File: config.mk
export PLATFORM = sky130hd
export DESIGN_NAME = scandoubler_ctl
export DESIGN_NICKNAME = d
export VERILOG_FILES = /design/src/rtl/scandoubler_pkg.sv /design/src/rtl/scandoubler_ce_gen.sv /design/src/rtl/scandoubler_ctl.sv
export SDC_FILE = /design/constraint.sdc
export NUM_CORES = 1
export LEC_CHECK = 0
export BUFFER_PORTS_ARGS = -buffer_cell sky130_fd_sc_hd__buf_2
export CAP_MARGIN = 20
export CORE_MARGIN = 1
export CORE_UTILIZATION = 40
export DETAILED_ROUTE_END_ITERATION = 16
export PLACE_DENSITY = 0.69
export SLEW_MARGIN = 20
export SYNTH_ARGS = -nofsm -noshare
export SYNTH_HDL_FRONTEND = slang
export SYNTH_HIERARCHICAL = 1
export SYNTH_SLANG_ARGS = --single-unit
File: constraint.sdc
create_clock -name clock -period 2.1 [get_ports clock]
set_clock_uncertainty 0.15 [all_clocks]
set_input_delay 0.105 -clock clock [delete_from_list [all_inputs] [get_ports clock]]
set_output_delay 0.105 -clock clock [all_outputs]
set_load 0.1 [all_outputs]
File: src/rtl/scandoubler_pkg.sv
// Shared types and helpers for the scandoubler control blocks.
package scandoubler_pkg;

    typedef enum logic [1:0] {
        ST_IDLE    = 2'd0,
        ST_WAIT_VS = 2'd1,
        ST_MUTE    = 2'd2
    } sd_state_t;

    localparam int MUTE_CW = 4;

    // Bits needed to hold the values 0..value-1.
    function automatic int clog2(input int value);
        int w;
        w = 0;
        for (int i = 0; i < 31; i++) begin
            if ((1 << i) < value) begin
                w = i + 1;
            end
        end
        return w;
    endfunction

endpackage

File: src/rtl/scandoubler_ce_gen.sv
// Free-running pixel clock-enable generator: oce every ODIV clocks, ice every 2*ODIV,
// both registered and coincident on ice cycles.
module scandoubler_ce_gen
    import scandoubler_pkg::*;
#(
    parameter int ODIV = 4
) (
    input  logic i_clk,
    input  logic i_rst_n,
    output logic o_ice,
    output logic o_oce
);

    localparam int             CW   = clog2(2 * ODIV);
    localparam logic [CW-1:0]  LAST = CW'(2 * ODIV - 1);
    localparam logic [CW-1:0]  HALF = CW'(ODIV - 1);

    logic [CW-1:0] r_cnt;

    always_ff @(posedge i_clk or negedge i_rst_n) begin
        if (!i_rst_n) begin
            r_cnt <= '0;
            o_ice <= 1'b0;
            o_oce <= 1'b0;
        end else begin
            r_cnt <= (r_cnt == LAST) ? '0 : r_cnt + 1'b1;
            o_ice <= (r_cnt == LAST);
            o_oce <= (r_cnt == HALF) || (r_cnt == LAST);
        end
    end

endmodule

File: src/rtl/scandoubler_ctl.sv
// Scandoubler controller: clock enables plus frame-aligned, muted 15/31 kHz mode switching.
// Optional scanline toggle is built when SCANDOUBLER_CTL_SCANLINES_EN is defined.
module scandoubler_ctl
    import scandoubler_pkg::*;
#(
    parameter int   ODIV        = 4,
    parameter int   MUTE_FRAMES = 2,
    parameter logic INIT_EN     = 1'b1
) (
    input  logic clock,
    input  logic reset,
    input  logic req,
    input  logic vsync,
    output logic ice,
    output logic oce,
    output logic enable,
    output logic mute,
    output logic busy,
    output logic done,
    input  logic sl_req,
    output logic scanlines
);

    logic                w_ice;
    logic                w_oce;
    logic                w_vs_rise;
    logic                w_switch;
    logic                w_finish;
    logic                w_mute;
    logic                w_busy;
    sd_state_t           r_state;
    sd_state_t           w_next_state;
    logic                r_vs_hist;
    logic                r_enable;
    logic                r_pending;
    logic                r_done;
    logic [MUTE_CW-1:0]  r_frames;

    scandoubler_ce_gen #(.ODIV(ODIV)) u_ce_gen (
        .i_clk   (clock),
        .i_rst_n (reset),
        .o_ice   (w_ice),
        .o_oce   (w_oce)
    );

    // vsync is only looked at on ice cycles, so sub-pixel glitches never register.
    always_ff @(posedge clock or negedge reset) begin
        if (!reset) begin
            r_vs_hist <= 1'b0;
        end else if (w_ice) begin
            r_vs_hist <= vsync;
        end
    end

    assign w_vs_rise = w_ice && vsync && !r_vs_hist;

    always_ff @(posedge clock or negedge reset) begin
        if (!reset) begin
            r_state <= ST_IDLE;
        end else begin
            r_state <= w_next_state;
        end
    end

    always_comb begin
        w_next_state = r_state;
        case (r_state)
            ST_IDLE:    if (req || r_pending) w_next_state = ST_WAIT_VS;
            ST_WAIT_VS: if (w_vs_rise) w_next_state = (MUTE_FRAMES == 0) ? ST_IDLE : ST_MUTE;
            ST_MUTE:    if (w_vs_rise && (r_frames == MUTE_CW'(1))) w_next_state = ST_IDLE;
            default:    w_next_state = ST_IDLE;
        endcase
    end

    always_comb begin
        w_mute = 1'b0;
        w_busy = 1'b0;
        if (r_state != ST_IDLE) begin
            w_mute = 1'b1;
            w_busy = 1'b1;
        end
    end

    assign w_switch = (r_state == ST_WAIT_VS) && w_vs_rise;
    assign w_finish = (r_state != ST_IDLE) && (w_next_state == ST_IDLE);

    // A request arriving while busy is remembered once and replayed from IDLE.
    always_ff @(posedge clock or negedge reset) begin
        if (!reset) begin
            r_enable  <= INIT_EN;
            r_frames  <= '0;
            r_pending <= 1'b0;
            r_done    <= 1'b0;
        end else begin
            r_done <= w_finish;
            if (w_switch) begin
                r_enable <= ~r_enable;
                r_frames <= MUTE_CW'(MUTE_FRAMES);
            end else if ((r_state == ST_MUTE) && w_vs_rise) begin
                r_frames <= r_frames - 1'b1;
            end
            if (r_state == ST_IDLE) begin
                r_pending <= 1'b0;
            end else if (req) begin
                r_pending <= 1'b1;
            end
        end
    end

`ifdef SCANDOUBLER_CTL_SCANLINES_EN
    logic r_sl_pending;
    logic r_scanlines;

    // Dropping to 15 kHz kills scanlines on the switch edge itself.
    always_ff @(posedge clock or negedge reset) begin
        if (!reset) begin
            r_sl_pending <= 1'b0;
            r_scanlines  <= 1'b0;
        end else begin
            if (w_switch && r_enable) begin
                r_scanlines <= 1'b0;
            end else if (w_vs_rise && r_sl_pending) begin
                r_scanlines <= ~r_scanlines;
            end
            if (w_vs_rise && r_sl_pending) begin
                r_sl_pending <= 1'b0;
            end else if (sl_req) begin
                r_sl_pending <= 1'b1;
            end
        end
    end

    assign scanlines = r_scanlines;
`else
    logic w_unused_sl;
    assign w_unused_sl = sl_req;
    assign scanlines   = 1'b0;
`endif

    assign ice    = w_ice;
    assign oce    = w_oce;
    assign enable = r_enable;
    assign mute   = w_mute;
    assign busy   = w_busy;
    assign done   = r_done;

endmodule

==> results of run 1 <==
[worst paths after layout]
check	startpoint	end
max	r_state[1]	mute
min in group clock	u_ce_gen/r_cnt[0]	u_ce_gen/r_cnt[0]
min	reset	r_frames[0]
max reg2reg	r_frames[0]	r_frames[2]
max in group asynchronous	reset	enable
min reg2reg	u_ce_gen/r_cnt[0]	u_ce_gen/r_cnt[0]
[cells in the mapped netlist (2+ instances only)]
cell type and number:
dfrtp_1 14, ha_1 4, nand3b_1 2, nor2_1 9
o21ai_0 2, o22ai_1 2, inv_1 4, buf_4 2
[sequential cells by signal, summed over array words and instances, names as in the netlist]
| register | cells |
|---|---|
| r_state | 2 |
| r_frames | 4 |
| r_vs_hist | 1 |
| u_ce_gen/o_oce | 1 |
| r_pending | 1 |
| enable | 1 |
| done | 1 |
| u_ce_gen/o_ice | 1 |
| u_ce_gen/r_cnt | 3 |
[repair_timing]
action,4_1_cts,5_1_grt
hold buffers,3,0
endpoints found under the hold margin,17,0
buffers inserted,0,0
[cell type report]
cell class	instances	area share [%]
repair buffers	12	9.63
well taps	16	2.57
multi-input cells	38	33.5
flip-flops and latches	15	48.3
clock buffers	3	2.89
inverters	5	2.41
clock inverters	1	0.642
[cell families (layout without fill, tap and decap cells)]
family          Yosys count  count (layout)  synth area share (%)
compound gates           12              12                  12.2
xor+xnor                  1               1                  1.29
fa+ha+maj                 4               4                  7.39
buf+inv                   8              21                  5.73
flops                    15              15                  55.6
mux                       1               1                  1.66
other cells               1               1                 0.554
simple gates             19              19                  15.5
[critical path: cells and delay by family, from the launching register on]
| family | cells | cell delay [ps] |
|---|---|---|
| buf+inv | 2 | 500 |
| flops | 1 | 530 |
| simple gates | 1 | 140 |
[placed cells by master, fill, tap and decap left out, types with 2 or more instances in the layout]
cell,instances
ha_1,4
clkbuf_4,3
dfrtp_1,14
o22ai_1,2
nand3b_1,2
o21ai_0,2
dlygate4sd3_1,3
nor2_1,9
buf_2,9
inv_1,4
[where the power goes]
part           internal (W)  switching (W)  total [W]
Sequential         0.000311      0.0000181   0.000329
Clock             0.0000706      0.0000885   0.000159
Combinational     0.0000332      0.0000976   0.000131
[per-stage QoR]
stage	setup WS, ps	total power (W)	utilization, %	hold slack [ps]
final	397	0.000619	50.6	101
after global routing	331	0.000652	50.6	138
after CTS	393	0.000629	50.6	100
after detailed placement	707	0.000463	46.8	-124
after global placement	728	0.000459	46.8	-127
after floorplan	246	0.000441	-	-341
[metal layers]
layer	up-vias	global-route usage, %	share of wire [%]
met3	0	6.38	5.1
li1	234	-	-
met4	0	0	0
met5	-	0	0
met1	214	17.6	50
met2	15	22.1	45
==> flow_metrics.py, run 1 <==
metrics = {
    "run_status": {
        "run_status": "completed",
    },
    "synthesis": {
        "ys_seq_area_share_pct": 55.6,
        "yosysWarningCount": 6,
        "synthFlopType": "dfrtp_1",
        "synthDominantCellAreaShare_pct": 51.8,
        "post-synth-top-area-cell": "dfrtp_1",
        "cell_area_synth_sq_um": 677,
        "netlist_top_cells_area": "dfrtp_1 (52%), ha_1 (7.4%), nor2_1 (5.0%)",
        "netlist_instances": 61,
        "synth.avg_cell_area_sq_um": 11.1,
        "synth.distinct_cells": 30,
        "synth_nets": 70,
        "postSynthRegisterBits": 15,
        "async_reset_ff_share_pct": 100,
        "synth_edf_count": 0,
    },
    "clock_network": {
        "cts_max_level": 1,
        "clkLatencyLatePin_ps": 280,
        "clock_sinks": 15,
        "numCtsBuffers": 3,
        "cts_resized": 0,
        "clock_root_buffer": "clkbuf_4",
        "clock_tree_from_tritoncts": "done",
        "cts.reportedPaths.clkPinSlew_ps": 90,
        "max-clock-path-buffers": 2,
    },
    "final_layout": {
        "instances_no_fill": 90,
        "regArea_sq_um": 377,
        "n_antenna_cell": 0,
        "areaGrowthSynthToFinish_pct": 15.2,
        "multiInputGateArea_sq_um": 262,
        "layout.filler_cells": 152,
        "design_area_sq_um": 779,
        "nNetsFinal": 84,
        "post_route_cells_drive_above_1_share_pct": 23.0,
    },
    "detailed_routing": {
        "detailroute.via_count": 463,
        "ant_nets": 0,
        "wl_mm": 1.09,
        "post-route-drc-count": 0,
        "initialDrtViolationCount": 9,
        "avgRoutedWirePerCell_um": 12.1,
        "detailedRoute.firstPassIterationCount": 4,
        "vias_per_cell": 5.14,
    },
    "worst_setup_path": {
        "critPathCaptureType": "output port",
        "critPathArrivalTime_ps": 1450,
        "timing.critical_path.slowest_stage_cell": "dfrtp_1",
        "start_kind": "flop",
        "worst-r2r-cell-count": 5,
        "setup.reg_to_reg.worst_slack_ps": 710,
        "worst-setup-path-type": "reg2out",
        "worst_path_cell_chain": "nor2_1, inv_1, buf_2",
        "worst_path_largest_cell_delay_ps": 530,
        "worstPathRequired_ps": 1850,
        "cp_max_fo": 9,
    },
    "placed_design": {
        "gp_routability_congestion": 0.720,
        "port-buffer-count": 9,
        "dpl.hpwl_um": 759,
        "placedCellCount": 83,
        "post_dp_cell_area_sq_um": 722,
    },
    "sta": {
        "timing.final.setup_violations": 0,
        "rsz0062_at_grt": "false",
        "max_freq_ghz": 0.587,
        "tcrit_tclk_final_pct": 81.1,
        "final-max-slew-violation-count": 0,
        "period_minus_slack_ps": 1700,
        "timing.final.hold_violations": 0,
        "setup_total_negative_slack_ps": 0,
    },
    "floorplan": {
        "core_area_sq_mm": 0.00154,
        "io-pin-count": 12,
        "fp-row-count": 14,
        "initial_core_util_pct": 43.9,
        "chipHeight_um": 43.1,
        "chipWidth_um": 43.1,
        "die-area_sq_mm": 0.00186,
    },
    "global_route": {
        "grt_pass1_wl_mm": 1.90,
        "pin_count_of_the_biggest_net_entering_global_routing": 16,
        "grt_antenna_before_repair": 0,
        "globalRouteOverflowTotal": 0,
        "number_of_global_route_vias_before_repair": 444,
        "grt_use_total_pct": 13.6,
    },
    "pwr": {
        "pwr_density_cell_mw_per_mm2": 794,
        "total_leakage_power_nw": 0.392,
        "max-vdd-ir-drop_mv": 0.399,
    },
    "flow_run": {
        "timing.max_cap.violations": 0,
    },
    "hold_path": {
        "min-delay-path-class": "in2async",
    },
}
No activity file was read; power rests on OpenSTA's default activity.
==> run 2, diff against run 1 <==
--- a/config.mk
+++ b/config.mk
@@ -10,7 +10,7 @@
 export CORE_MARGIN = 1
 export CORE_UTILIZATION = 40
 export DETAILED_ROUTE_END_ITERATION = 16
-export PLACE_DENSITY = 0.69
+export PLACE_DENSITY = 0.72
 export SLEW_MARGIN = 20
 export SYNTH_ARGS = -nofsm -noshare
 export SYNTH_HDL_FRONTEND = slang
==> constraint.sdc (replaced) <==
create_clock -name clock -period 1.48 [get_ports clock]
set_clock_uncertainty 0.15 [all_clocks]
set_input_delay 0.074 -clock clock [delete_from_list [all_inputs] [get_ports clock]]
set_output_delay 0.074 -clock clock [all_outputs]
set_load 0.1 [all_outputs]
==> run 2 against run 1 <==
  * Via count grew 3.0%
  * Combinational power is 84% higher
  * Worst hold slack lost 41 ps
  * Design area rose by 10%
  * Global-route usage grew 1.5 points
  * Sequential cell count is the same
  * Register-to-register slack lost 660 ps
  * Critical path depth unchanged
  * Sequential share of layout area decreased by 3.6 points
==> flow_metrics.py, run 2 (synthesis gave the netlist of run 1 again) <==
metrics = {
    "run_status": {
        "run_status": "completed",
    },
    "worst_setup_path": {
        "critPathArrivalTime_ps": 1220,
        "cp_max_fo": 4,
        "worstPathRequired_ps": 1260,
        "setup.reg_to_reg.worst_slack_ps": 50,
        "start_kind": "flop",
        "worst_path_cell_chain": "nor2_4, clkinvlp_4, buf_12",
        "worst-setup-path-type": "reg2out",
        "critPathCaptureType": "output port",
        "timing.critical_path.slowest_stage_cell": "dfrtp_2",
        "worst_path_largest_cell_delay_ps": 430,
    },
    "detailed_routing": {
        "avgRoutedWirePerCell_um": 13.3,
        "detailedRoute.firstPassIterationCount": 4,
        "post-route-drc-count": 0,
        "detailroute.via_count": 477,
        "wl_mm": 1.22,
        "ant_nets": 0,
        "vias_per_cell": 5.18,
        "initialDrtViolationCount": 7,
    },
    "final_layout": {
        "nNetsFinal": 86,
        "n_antenna_cell": 0,
        "most_frequent_cells_in_the_layout": "dfrtp_1 (11), nor2_1 (8), buf_2 (6)",
        "areaGrowthSynthToFinish_pct": 26.6,
        "largest_reg_flops": 4,
        "post_route_cells_drive_above_1_share_pct": 31.6,
        "layout.cells.most_common": "dfrtp_1",
        "design_area_sq_um": 857,
        "largest_registers_ranked_by_flip_flop_count": "r_frames: 4 flops, u_ce_gen/r_cnt: 3 flops, r_state: 2 flops",
        "register_bank_with_the_most_flops": "r_frames",
        "layout.filler_cells": 136,
    },
    "floorplan": {
        "initial_core_util_pct": 43.9,
        "io-pin-count": 12,
        "fp-row-count": 14,
        "die-area_sq_mm": 0.00186,
        "core_area_sq_mm": 0.00154,
        "chipHeight_um": 43.1,
        "chipWidth_um": 43.1,
    },
    "placed_design": {
        "dpl.hpwl_um": 867,
        "port-buffer-count": 9,
        "gp_routability_congestion": 0.737,
        "post_dp_cell_area_sq_um": 783,
    },
    "global_route": {
        "globalRouteOverflowTotal": 0,
        "grt_use_total_pct": 15.1,
        "grt_pass1_wl_mm": 2.04,
        "pin_count_of_the_biggest_net_entering_global_routing": 16,
        "number_of_global_route_vias_before_repair": 467,
        "grt_antenna_before_repair": 0,
    },
    "clock_network": {
        "numCtsBuffers": 3,
        "clock_sinks": 15,
        "cts.reportedPaths.clkPinSlew_ps": 90,
        "clock_root_buffer": "clkbuf_4",
        "cts_max_level": 1,
        "clock_tree_from_tritoncts": "done",
        "clkLatencyLatePin_ps": 280,
        "max-clock-path-buffers": 2,
    },
    "sta": {
        "timing.final.setup_violations": 0,
        "period_minus_slack_ps": 1440,
        "max_freq_ghz": 0.692,
        "final-max-slew-violation-count": 0,
        "tcrit_tclk_final_pct": 97.6,
        "final.hold.worst_slack_ps": 60.7,
        "rsz0062_at_grt": "true",
        "timing.final.hold_violations": 0,
    },
    "flow_run": {
        "timing.max_cap.violations": 0,
    },
    "hold_path": {
        "min-delay-path-class": "in2async",
    },
    "pwr": {
        "total_leakage_power_nw": 0.417,
        "fin_total_pwr_w": 0.000947,
        "pwr_density_cell_mw_per_mm2": 1100,
        "max-vdd-ir-drop_mv": 0.979,
    },
}
run 2: cell count changes in the layout (fill, tap and decap cells not counted):
cell,change
buf_12,+3
buf_2,-3
buf_4,+2
clkinvlp_4,+1
dfrtp_1,-3
dfrtp_2,+2
dfrtp_4,+1
inv_1,-1
nor2_1,-1
nor2_4,+1
run 2: what timing repair did:
| action | in CTS | in global routing |
|---|---|---|
| pin swaps | 0 | 1 |
| setup endpoints to repair | 2 | 2 |
| endpoints found under the hold margin | 18 | 0 |
| gates resized for setup | 1 | 0 |
| hold buffers | 3 | 0 |
| buffers inserted | 2 | 0 |
run 2: worst paths after layout:
kind                                    from           endpoint  cells after the start
setup reg to reg                  r_state[0]        r_frames[3]                      4
hold / removal                         reset        r_frames[2]                      2
setup / recovery                  r_state[1]               busy                      3
hold reg to reg            u_ce_gen/r_cnt[0]  u_ce_gen/r_cnt[0]                      1
max in group asynchronous              reset             enable                      2
min in group clock         u_ce_gen/r_cnt[0]  u_ce_gen/r_cnt[0]                      1
run 2: where the power goes:
part	switching (W)	internal (W)	leakage, nW
Clock	0.000135	0.000100	0.0177
Combinational	0.000152	0.0000891	0.219
Sequential	0.0000279	0.000442	0.180
Total	0.000315	0.000632	0.417
run 2: final cells by class:
class / instances / area (sq um) / area share [%]
clock inverters: 1 / 5.00 / 0.584
multi-input cells: 38 / 269 / 31.4
inverters: 5 / 22.5 / 2.63
well taps: 16 / 20.0 / 2.34
clock buffers: 3 / 22.5 / 2.63
flip-flops and latches: 15 / 383 / 44.7
repair buffers: 14 / 135 / 15.8
run 2: routing by layer:
metal,up-vias,wire [um],GRT usage (%)
met2,8,599,23.9
met5,-,0,0
li1,238,-,-
met4,0,10,5.45
met1,229,575,19.7
met3,2,37,4.26
run 2: stage by stage:
stage / TNS, ps / setup slack (ps) / util (%) / std cells
4_1_cts: 0 / 13.7 / 55.6 / 92
2_1_floorplan: -154 / -154 / - / 61
3_3_place_gp: 0 / 167 / 50.8 / 83
5_1_grt: -39.3 / -19.6 / 55.6 / 92
6_report: 0 / 35.2 / 55.6 / 92
3_5_place_dp: 0 / 105 / 50.8 / 83
run 2: worst max-delay path: cells and delay by family (launching register included):
| family | cells | cell delay [ps] |
|---|---|---|
| buffers and inverters | 2 | 340 |
| flip-flops | 1 | 430 |
| AND/OR/NAND/NOR | 1 | 170 |
